### src/rtl/inst_axi_bridge_pkg.sv
// Shared constants and types for the instruction-side AXI read bridge.
// The cancel/discard feature is built only when INST_BRIDGE_CANCEL_EN is defined (off by default).
package inst_axi_bridge_pkg;

    localparam logic [1:0] AXI_BURST_INCR = 2'b01;
    localparam logic [2:0] AXI_SIZE_4B    = 3'd2;

    typedef enum logic {
        AR_IDLE = 1'b0,
        AR_WAIT = 1'b1
    } ar_state_t;

    typedef struct packed {
        logic [31:0] addr;
        logic [1:0]  size;
    } ar_req_t;

endpackage

### src/rtl/inst_axi_bridge_if.sv
// Bus bundles for the bridge: IF-stage sram-like fetch port and the AXI read channels.
// master = initiator side, slave = responder side of each bundle.
interface inst_sram_if;
    logic        inst_sram_req;
    logic        inst_sram_wr;
    logic [1:0]  inst_sram_size;
    logic [3:0]  inst_sram_wstrb;
    logic [31:0] inst_sram_addr;
    logic [31:0] inst_sram_wdata;
    logic        inst_sram_addrok;
    logic        inst_sram_dataok;
    logic [31:0] inst_sram_rdata;

    modport master (
        output inst_sram_req, inst_sram_wr, inst_sram_size, inst_sram_wstrb,
               inst_sram_addr, inst_sram_wdata,
        input  inst_sram_addrok, inst_sram_dataok, inst_sram_rdata
    );
    modport slave (
        input  inst_sram_req, inst_sram_wr, inst_sram_size, inst_sram_wstrb,
               inst_sram_addr, inst_sram_wdata,
        output inst_sram_addrok, inst_sram_dataok, inst_sram_rdata
    );
endinterface

interface axi_rd_if;
    logic [3:0]  arid;
    logic [31:0] araddr;
    logic [7:0]  arlen;
    logic [2:0]  arsize;
    logic [1:0]  arburst;
    logic [1:0]  arlock;
    logic [3:0]  arcache;
    logic [2:0]  arprot;
    logic        arvalid;
    logic        arready;
    logic [3:0]  rid;
    logic [31:0] rdata;
    logic [1:0]  rresp;
    logic        rlast;
    logic        rvalid;
    logic        rready;

    modport master (
        output arid, araddr, arlen, arsize, arburst, arlock, arcache, arprot,
               arvalid, rready,
        input  arready, rid, rdata, rresp, rlast, rvalid
    );
    modport slave (
        input  arid, araddr, arlen, arsize, arburst, arlock, arcache, arprot,
               arvalid, rready,
        output arready, rid, rdata, rresp, rlast, rvalid
    );
endinterface

### src/rtl/inst_axi_bridge_rd_tracker.sv
// In-flight read accounting: outstanding count, and (with INST_BRIDGE_CANCEL_EN)
// the count of stale beats to drop plus the ghost flag for an AR caught by a flush.
module inst_axi_rd_tracker #(
    parameter int unsigned MAX_OUTSTANDING = 2
) (
    input  logic clk,
    input  logic reset,
    input  logic cancel,
    input  logic ar_wait,
    input  logic ar_hs,
    input  logic r_hs,
    input  logic r_last_hs,
    output logic can_issue,
    output logic discard_now,
    output logic ghost
);

    localparam logic [2:0] MAX_CNT = 3'(MAX_OUTSTANDING);

    logic [2:0] out_cnt;
    logic [2:0] out_cnt_next;

    always_comb begin
        out_cnt_next = out_cnt;
        if (ar_hs && !r_last_hs)
            out_cnt_next = out_cnt + 3'd1;
        else if (!ar_hs && r_last_hs)
            out_cnt_next = out_cnt - 3'd1;
    end

    always_ff @(posedge clk or posedge reset) begin
        if (reset)
            out_cnt <= '0;
        else
            out_cnt <= out_cnt_next;
    end

    // A beat returning this cycle frees its slot for a request latched in the same cycle.
    assign can_issue = (out_cnt < MAX_CNT) || r_last_hs;

`ifdef INST_BRIDGE_CANCEL_EN
    logic [2:0] disc_cnt;
    logic [2:0] disc_next;
    logic       ghost_q;
    logic       ghost_next;

    // A cancel snapshots everything in flight including this cycle's handshakes;
    // an AR still waiting is marked ghost and joins the discard count when it completes.
    always_comb begin
        disc_next  = disc_cnt;
        ghost_next = ghost_q;
        if (ar_hs)
            ghost_next = 1'b0;
        if (cancel) begin
            disc_next = out_cnt_next;
            if (ar_wait && !ar_hs)
                ghost_next = 1'b1;
        end else begin
            if (r_hs && (disc_cnt != '0))
                disc_next = disc_next - 3'd1;
            if (ghost_q && ar_hs)
                disc_next = disc_next + 3'd1;
        end
    end

    always_ff @(posedge clk or posedge reset) begin
        if (reset) begin
            disc_cnt <= '0;
            ghost_q  <= 1'b0;
        end else begin
            disc_cnt <= disc_next;
            ghost_q  <= ghost_next;
        end
    end

    assign discard_now = (disc_cnt != '0);
    assign ghost       = ghost_q;
`else
    logic unused_tracker;
    assign unused_tracker = ^{cancel, ar_wait, r_hs};

    assign discard_now = 1'b0;
    assign ghost       = 1'b0;
`endif

endmodule

### src/rtl/inst_axi_bridge.sv
// Instruction fetch bridge: each sram-like fetch becomes one single-beat AXI read, returned in order.
// Optional flush support is compiled in with INST_BRIDGE_CANCEL_EN.
module inst_axi_bridge
    import inst_axi_bridge_pkg::*;
#(
    parameter int unsigned MAX_OUTSTANDING = 2,
    parameter logic [3:0]  AR_ID           = 4'd0
) (
    input  logic         clk,
    input  logic         reset,
    input  logic         cancel,
    inst_sram_if.slave   sram,
    axi_rd_if.master     axi
);

    ar_state_t state;
    ar_state_t state_next;
    ar_req_t   ar_q;

    logic accept;
    logic can_issue;
    logic discard_now;
    logic ghost;
    logic ar_hs;
    logic r_hs;
    logic r_last_hs;

    assign accept = (state == AR_IDLE) && sram.inst_sram_req && can_issue;

    always_ff @(posedge clk or posedge reset) begin
        if (reset)
            state <= AR_IDLE;
        else
            state <= state_next;
    end

    always_comb begin
        state_next = state;
        case (state)
            AR_IDLE: if (accept)      state_next = AR_WAIT;
            AR_WAIT: if (axi.arready) state_next = AR_IDLE;
            default:                  state_next = AR_IDLE;
        endcase
    end

    always_comb begin
        axi.arvalid = (state == AR_WAIT);
        axi.araddr  = ar_q.addr;
        axi.arsize  = {1'b0, ar_q.size};
        axi.arid    = AR_ID;
        axi.arlen   = '0;
        axi.arburst = AXI_BURST_INCR;
        axi.arlock  = '0;
        axi.arcache = '0;
        axi.arprot  = '0;
    end

    always_ff @(posedge clk or posedge reset) begin
        if (reset)
            ar_q <= '0;
        else if (accept)
            ar_q <= '{addr: sram.inst_sram_addr, size: sram.inst_sram_size};
    end

    assign ar_hs     = axi.arvalid && axi.arready;
    assign r_hs      = axi.rvalid && axi.rready;
    assign r_last_hs = r_hs && axi.rlast;

    assign axi.rready = !reset;

    assign sram.inst_sram_addrok = ar_hs && !ghost;
    assign sram.inst_sram_dataok = r_hs && !discard_now;
    assign sram.inst_sram_rdata  = axi.rdata;

    logic unused_inputs;
    assign unused_inputs = ^{sram.inst_sram_wr, sram.inst_sram_wstrb, sram.inst_sram_wdata,
                             axi.rid, axi.rresp};

    inst_axi_rd_tracker #(
        .MAX_OUTSTANDING(MAX_OUTSTANDING)
    ) u_trk (
        .clk        (clk),
        .reset      (reset),
        .cancel     (cancel),
        .ar_wait    (state == AR_WAIT),
        .ar_hs      (ar_hs),
        .r_hs       (r_hs),
        .r_last_hs  (r_last_hs),
        .can_issue  (can_issue),
        .discard_now(discard_now),
        .ghost      (ghost)
    );

endmodule
### src/flat_wrapper.sv
// flat-port wrapper written by rule: the top's interface ports become plain ports
module inst_axi_bridge_flat import inst_axi_bridge_pkg::*;
#(
    parameter int unsigned MAX_OUTSTANDING = 2,
    parameter logic [3:0]  AR_ID           = 4'd0
)
  (clk, reset, cancel, sram_inst_sram_req, sram_inst_sram_wr, sram_inst_sram_size, sram_inst_sram_wstrb, sram_inst_sram_addr, sram_inst_sram_wdata, sram_inst_sram_addrok, sram_inst_sram_dataok, sram_inst_sram_rdata, axi_arid, axi_araddr, axi_arlen, axi_arsize, axi_arburst, axi_arlock, axi_arcache, axi_arprot, axi_arvalid, axi_rready, axi_arready, axi_rid, axi_rdata, axi_rresp, axi_rlast, axi_rvalid);
  inst_sram_if sram_i ();
  axi_rd_if axi_i ();
  input  logic clk;
  input  logic reset;
  input  logic cancel;
  input wire logic [$bits(sram_i.inst_sram_req)-1:0] sram_inst_sram_req;
  input wire logic [$bits(sram_i.inst_sram_wr)-1:0] sram_inst_sram_wr;
  input wire logic [$bits(sram_i.inst_sram_size)-1:0] sram_inst_sram_size;
  input wire logic [$bits(sram_i.inst_sram_wstrb)-1:0] sram_inst_sram_wstrb;
  input wire logic [$bits(sram_i.inst_sram_addr)-1:0] sram_inst_sram_addr;
  input wire logic [$bits(sram_i.inst_sram_wdata)-1:0] sram_inst_sram_wdata;
  output wire logic [$bits(sram_i.inst_sram_addrok)-1:0] sram_inst_sram_addrok;
  output wire logic [$bits(sram_i.inst_sram_dataok)-1:0] sram_inst_sram_dataok;
  output wire logic [$bits(sram_i.inst_sram_rdata)-1:0] sram_inst_sram_rdata;
  output wire logic [$bits(axi_i.arid)-1:0] axi_arid;
  output wire logic [$bits(axi_i.araddr)-1:0] axi_araddr;
  output wire logic [$bits(axi_i.arlen)-1:0] axi_arlen;
  output wire logic [$bits(axi_i.arsize)-1:0] axi_arsize;
  output wire logic [$bits(axi_i.arburst)-1:0] axi_arburst;
  output wire logic [$bits(axi_i.arlock)-1:0] axi_arlock;
  output wire logic [$bits(axi_i.arcache)-1:0] axi_arcache;
  output wire logic [$bits(axi_i.arprot)-1:0] axi_arprot;
  output wire logic [$bits(axi_i.arvalid)-1:0] axi_arvalid;
  output wire logic [$bits(axi_i.rready)-1:0] axi_rready;
  input wire logic [$bits(axi_i.arready)-1:0] axi_arready;
  input wire logic [$bits(axi_i.rid)-1:0] axi_rid;
  input wire logic [$bits(axi_i.rdata)-1:0] axi_rdata;
  input wire logic [$bits(axi_i.rresp)-1:0] axi_rresp;
  input wire logic [$bits(axi_i.rlast)-1:0] axi_rlast;
  input wire logic [$bits(axi_i.rvalid)-1:0] axi_rvalid;
  assign sram_i.inst_sram_req = sram_inst_sram_req;
  assign sram_i.inst_sram_wr = sram_inst_sram_wr;
  assign sram_i.inst_sram_size = sram_inst_sram_size;
  assign sram_i.inst_sram_wstrb = sram_inst_sram_wstrb;
  assign sram_i.inst_sram_addr = sram_inst_sram_addr;
  assign sram_i.inst_sram_wdata = sram_inst_sram_wdata;
  assign sram_inst_sram_addrok = sram_i.inst_sram_addrok;
  assign sram_inst_sram_dataok = sram_i.inst_sram_dataok;
  assign sram_inst_sram_rdata = sram_i.inst_sram_rdata;
  assign axi_arid = axi_i.arid;
  assign axi_araddr = axi_i.araddr;
  assign axi_arlen = axi_i.arlen;
  assign axi_arsize = axi_i.arsize;
  assign axi_arburst = axi_i.arburst;
  assign axi_arlock = axi_i.arlock;
  assign axi_arcache = axi_i.arcache;
  assign axi_arprot = axi_i.arprot;
  assign axi_arvalid = axi_i.arvalid;
  assign axi_rready = axi_i.rready;
  assign axi_i.arready = axi_arready;
  assign axi_i.rid = axi_rid;
  assign axi_i.rdata = axi_rdata;
  assign axi_i.rresp = axi_rresp;
  assign axi_i.rlast = axi_rlast;
  assign axi_i.rvalid = axi_rvalid;
  inst_axi_bridge #(.MAX_OUTSTANDING(MAX_OUTSTANDING), .AR_ID(AR_ID)) u_core (.clk(clk), .reset(reset), .cancel(cancel), .sram(sram_i), .axi(axi_i));
endmodule
### config.mk
export PLATFORM = sky130hd
export DESIGN_NAME = inst_axi_bridge_flat
export DESIGN_NICKNAME = d
export VERILOG_FILES = /design/src/rtl/inst_axi_bridge_pkg.sv /design/src/rtl/inst_axi_bridge_if.sv /design/src/rtl/inst_axi_bridge_rd_tracker.sv /design/src/rtl/inst_axi_bridge.sv /design/src/flat_wrapper.sv
export SDC_FILE = /design/constraint.sdc
export NUM_CORES = 1
export LEC_CHECK = 0
export ABC_CLOCK_PERIOD_IN_PS = 1850
export BUFFER_PORTS_ARGS = -buffer_cell sky130_fd_sc_hd__buf_2
export CAP_MARGIN = 10
export CORE_MARGIN = 5
export CORE_UTILIZATION = 30
export DETAILED_ROUTE_END_ITERATION = 10
export PLACE_DENSITY = 0.7
export SLEW_MARGIN = 20
export SYNTH_ARGS = -nofsm -noshare
export SYNTH_HDL_FRONTEND = slang
export SYNTH_SLANG_ARGS = --single-unit
export TNS_END_PERCENT = 100
### constraint.sdc
create_clock -name clk -period 1.85 [get_ports clk]
set_input_delay 0.2775 -clock clk [delete_from_list [all_inputs] [get_ports clk]]
set_output_delay 0.2775 -clock clk [all_outputs]
set_load 0.02 [all_outputs]
Word level (Yosys, flattened, before mapping)
Cells that the tools add are included.
{ "classes": {"reduce_logical": 12, "mux": 5, "magnitude_cmp": 1, "n_bitwise": 1, "addsub": 2} }
{ "op_table": {"columns": ["operator", "count"], "rows": [
  ["logical AND 1 bit", 7],
  ["2-to-1 mux 3 bit", 2],
  ["adder 3 x 1 -> 3 bit (second input constant)", 1],
  ["zero test 1 bit", 3],
  ["less-than comparator 3 x 2 -> 1 bit (second input constant)", 1],
  ["subtractor 3 x 1 -> 3 bit (second input constant)", 1],
  ["2-to-1 mux 1 bit", 2],
  ["one-hot mux 1 bit (2 select lines)", 1],
  ["nonzero test 2 bit", 1],
  ["logical OR 1 bit", 1],
  ["inverter 1 bit", 1]
]} }
{ "totals": {"ff_bits": 38, "word_cells": 25} }

Longest topological paths before layout
{ "depth": {"ltp_word": 7, "mapped_depth": 8, "mapped_depth_nobuf": 8} }

Hierarchy
A second synthesis with hierarchy kept.
{ "hier_totals": {"cells_unflattened": 156, "area_unflattened_um2": 2077.0} }
{ "by_module_without_submodules": {"columns": ["mod", "n_inst", "cells_per_inst", "seq_area_each_um2", "area_each_um2"], "rows": [
  ["inst_axi_bridge", 1, 139, 875.8, 1893.1],
  ["inst_axi_rd_tracker", 1, 17, 75.1, 183.9]
]} }

Worst setup path after synthesis
OpenSTA, ideal clock, no wires.
{ "synth_path": {"path_kind": "register -> register", "startpoint": "register u_core.state (netlist: u_core.axi.arvalid)", "endpoint": "register u_core.u_trk.out_cnt[2]", "slack_ps": -60, "n_path_buf": 0, "setup_ps": 79, "arrival_time_ps": 1831, "stages_incl_launch_ff": 8, "path_cell_list": "dfrtp_1 > and2_1 > ha_1 > inv_1 > fa_1 > xor2_1 > nor2_1 > xor2_1"} }
{ "synth_via": {"elab_chain_cells": 4, "word_cells_on_any_way": 6, "classes_between": "1 x mux; 5 x reduce/logical"} }
{ "synth_lines": {"columns": ["item", "line", "rtl"], "rows": [
  ["start, declared", "inst_axi_bridge.sv:16", "ar_state_t state;"],
  ["start signal, assigned", "inst_axi_bridge.sv:34", "state <= state_next;"],
  ["logical AND 1 bit *", "inst_axi_bridge.sv:65", "assign ar_hs = axi.arvalid && axi.arready;"],
  ["named net sram_inst_sram_addrok", "flat_wrapper.sv:19", "output wire logic [$bits(sram_i.inst_sram_addrok)-1:0] sram_inst_sram_addrok;"],
  ["zero test 1 bit", "inst_axi_bridge_rd_tracker.sv:27", "else if (!ar_hs && r_last_hs)"],
  ["logical AND 1 bit", "inst_axi_bridge_rd_tracker.sv:27", null],
  ["nonzero test 2 bit (no source line)", null, null],
  ["end signal, assigned", "inst_axi_bridge_rd_tracker.sv:35", "out_cnt <= out_cnt_next;"],
  ["end, declared", "inst_axi_bridge_rd_tracker.sv:20", "logic [2:0] out_cnt;"]
]} }
The timed path passes the listed nets; every way through them passes the cells marked *.
A chain may end at the register's enable or synchronous reset.

Worst setup path in the final report
{ "layout_path": {"startpoint": "register u_core.state (netlist: u_core.axi.arvalid)", "endpoint": "register u_core.u_trk.out_cnt[1]"} }
{ "layout_via": {"word_cells_on_any_way": 6, "classes_between": "1 x mux; 5 x reduce/logical"} }
{ "layout_rtl": {"columns": ["item", "line", "rtl"], "rows": [
  ["logical AND 1 bit", "inst_axi_bridge.sv:65", null],
  ["logical AND 1 bit", "inst_axi_bridge_rd_tracker.sv:25", "if (ar_hs && !r_last_hs)"],
  ["2-to-1 mux 3 bit", "inst_axi_bridge_rd_tracker.sv:25", null],
  ["named net u_core.u_trk.out_cnt_next[1]", "inst_axi_bridge_rd_tracker.sv:21", "logic [2:0] out_cnt_next;"]
]} }
The timed path passes the listed nets, and every way through them passes these cells.

==> flow_summary.yaml <==
pwr:
  combinational_share_of_power_pct: 49.8
  totalPowerFinal_mw: 4.15
  p_clk_share_pct: 13.6
  power.share.switching_pct: 38.6
  vdd_drop_max_mv: 0.777
  pwrdens_nw_per_um2: 1800
  static-leakage-power_nw: 1.24
  internal_power_mw: 2.55
  p_sw_mw: 1.60
  sequentialPowerShare_pct: 36.6
yosys:
  synth_area_um2: 2060
  synth.top_cells.by_area: "sky130_fd_sc_hd__dfrtp_1 (46%), sky130_fd_sc_hd__mux2_4 (21%), sky130_fd_sc_hd__buf_4 (20%)"
  synth_top_area_share_pct: 46.1
  synth_enable_flop_cells: 0
  postSynthRegisterBits: 38
  postSynth.topFlopCell: "sky130_fd_sc_hd__dfrtp_1"
  yosysSeqAreaShare_pct: 46.1
  avgSynthCellArea_um2: 13.9
  ys_warn_count: 0
  ys_types: 18
  most_used_standard_cell_by_instance_count_after_synthesis: "sky130_fd_sc_hd__buf_4"
  post-synth-top-area-cell: "sky130_fd_sc_hd__dfrtp_1"
  ys_top_cells_by_count: "sky130_fd_sc_hd__buf_4 (56), sky130_fd_sc_hd__dfrtp_1 (38), sky130_fd_sc_hd__mux2_4 (29)"
  ys_async_sr_fraction_pct: 100
  post_synth_inst_count: 149
global_route:
  grt_pass1_vias: 1191
  grt_start_max_net_pins: 39
  antenna_found_initial: 0
  globalRouteOverflowTotal: 0
  track_usage_pct: 8.59
  grt_pass1_wl_um: 5830
timing:
  max_freq_ghz: 0.591
  setup_viol_count_final: 0
  timing.final.crit_period_ns: 1.69
  timing.hold.ws_ns: 0.151
  rsz0062_at_grt: "no"
  tns_ns: 0
  portion_of_the_clock_cycle_consumed_by_the_worst_path_in_the_final_layout_pct: 91.4
  clock_skew_ns: 0.00627
  final_max_tran_viols: 0
  finalHoldViolations: 0
  final_worst_setup_slack_ns: 0.158
placed_design:
  placed_cells: 272
  io_buffers: 77
  detailed_place.area_um2: 2220
  half_perimeter_wire_length_after_placement_um: 3020
  dp_worst_setup_slack_ns: 0.0973
  rd_place_congestion: 0.686
cts:
  cts_setup_buffers: 0
  clock_latency_ns: 0.28
  hold_buffers: 0
  cts_max_level: 2
  tritoncts: "built"
  cts.reportedPaths.clkPinSlew_ns: 0.08
  tritoncts_buffer_count: 5
  clock-root-buffer: "sky130_fd_sc_hd__clkbuf_8"
  cts_sinks: 38
  cts-resized-gates: 0
  clock_path_buffers: 2
die:
  die_w_um: 93.0
  core-area_um2: 6760
  die_y_um: 93.0
  die-area_um2: 8640
  design.portCount: 210
  initial_core_util_pct: 30.6
  rows: 30
detailed_routing:
  route.antenna.remaining_nets: 0
  drt-met1-wl_um: 1400
  dr.first_iter.drc_count: 17
  wire_length_per_cell_after_detailed_routing_um: 14.0
  drt-pass1-iter-count: 3
  met3_length_um: 429
  routed-wl-met2_um: 2010
  totalWireLength_um: 3910
  detailroute.via_count: 1119
  avgViaCountPerCell: 4.00
  remaining_drc_errors: 0
  top_routing_layer_in_use: "met4"
critical_path:
  timing.critical_path.max_delay_family: "adder cells"
  worstSetupPathType: "flip-flop to flip-flop"
  worst_path_maximum_fanout: 4
  critical_path.n_buffers_inverters: 1
  cp.required_ns: 2.03
  crit_path_start_kind: "flip-flop"
  critical_path.cell_chain: "and2_2 -> ha_1 -> inv_1 -> fa_1 -> mux2_2"
  cp_data_arrival_time_ns: 1.87
  timing.critical_path.slowest_cell_delay_ns: 0.44
  crit_slowest_cell: "sky130_fd_sc_hd__dfrtp_2"
  setup.worst_path.end_class: "flip-flop"
final_layout:
  fin_cells: 280
  drive_above_1_share_pct: 64.0
  n_fill_cell: 668
  nNetsFinal: 317
  final_core_utilization_pct: 34.1
  num_antenna_cells: 0
  final_cell_area_um2: 2310
  area.growth.synth_to_final_pct: 11.7
job:
  drv.max_cap_violation_count: 0
outcome:
  status: "finished, final reports clean"
min_path:
  worstHoldPathType: "input pin to asynchronous set/reset pin"
-- power groups by stage --
stage	Clock (mW)	Combinational [mW]	Sequential, mW
after floorplan	0	1.14	2.01
after global routing	0.628	2.20	1.57
final	0.564	2.07	1.52
after global placement	0	2.06	1.51
after detailed placement	0	2.10	1.52
after CTS	0.604	2.11	1.52
-- worst min-delay path: cells and delay by family --
family / cells / cell delay (ns)
buf+inv: 3 / 0.60
-- metal layers --
layer	vias up	global-route usage, %
met5	-	0
li1	503	-
met4	0	3.79
met3	13	3.82
met2	57	14.6
met1	546	9.14
-- cell families after synthesis --
| group | share of synthesized area, % |
|---|---|
| other | 0.364 |
| flip-flops | 46.1 |
| XOR/XNOR | 1.27 |
| multiplexers | 24.4 |
| AO/OA/AOI/OAI | 1.58 |
| adder cells (fa/ha/maj) | 1.58 |
| AND/OR/NAND/NOR | 2.24 |
| buffers and inverters | 22.5 |
-- layout by cell type (no fill, tap or decap), types with 2 or more instances in the layout --
cell type                  count
sky130_fd_sc_hd__buf_2        77
sky130_fd_sc_hd__dfrtp_1      37
sky130_fd_sc_hd__mux2_4       29
sky130_fd_sc_hd__conb_1       24
sky130_fd_sc_hd__mux2_2        6
sky130_fd_sc_hd__clkbuf_8      5
sky130_fd_sc_hd__inv_1         2
sky130_fd_sc_hd__xor2_1        2
sky130_fd_sc_hd__buf_4         2
-- layout make-up --
| type | count | area [um2] | area share [%] |
|---|---|---|---|
| multi-input cells | 71 | 732 | 31.7 |
| inverters | 3 | 11.3 | 0.488 |
| repair buffers | 80 | 420 | 18.2 |
| well taps | 80 | 100 | 4.34 |
| clock inverters | 3 | 21.3 | 0.922 |
| flip-flops and latches | 38 | 952 | 41.3 |
| clock buffers | 5 | 68.8 | 2.98 |
-- path summary, 6_finish.rpt --
kind                                            start                      end  slack [ns]  cells after the start
worst min register to register  u_core.axi.araddr[20]    u_core.axi.araddr[20]        0.50                      1
max in group asynchronous                       reset       u_core.axi.arvalid        1.35                      3
worst max-delay path               u_core.axi.arvalid  u_core.u_trk.out_cnt[1]        0.16                      5
worst min-delay path                            reset       u_core.axi.arvalid        0.15                      3
worst max register to register     u_core.axi.arvalid  u_core.u_trk.out_cnt[1]        0.16                      5
min in group clk                          axi_arready       u_core.axi.arvalid        0.18                      2
-- flip-flops by register name, indices dropped and copies added (netlist names) --
register              flops
u_core.axi.araddr        32
u_core.axi.arvalid        1
u_core.u_trk.out_cnt      3
u_core.axi.arsize         2
No activity file was read; power rests on OpenSTA's default activity.
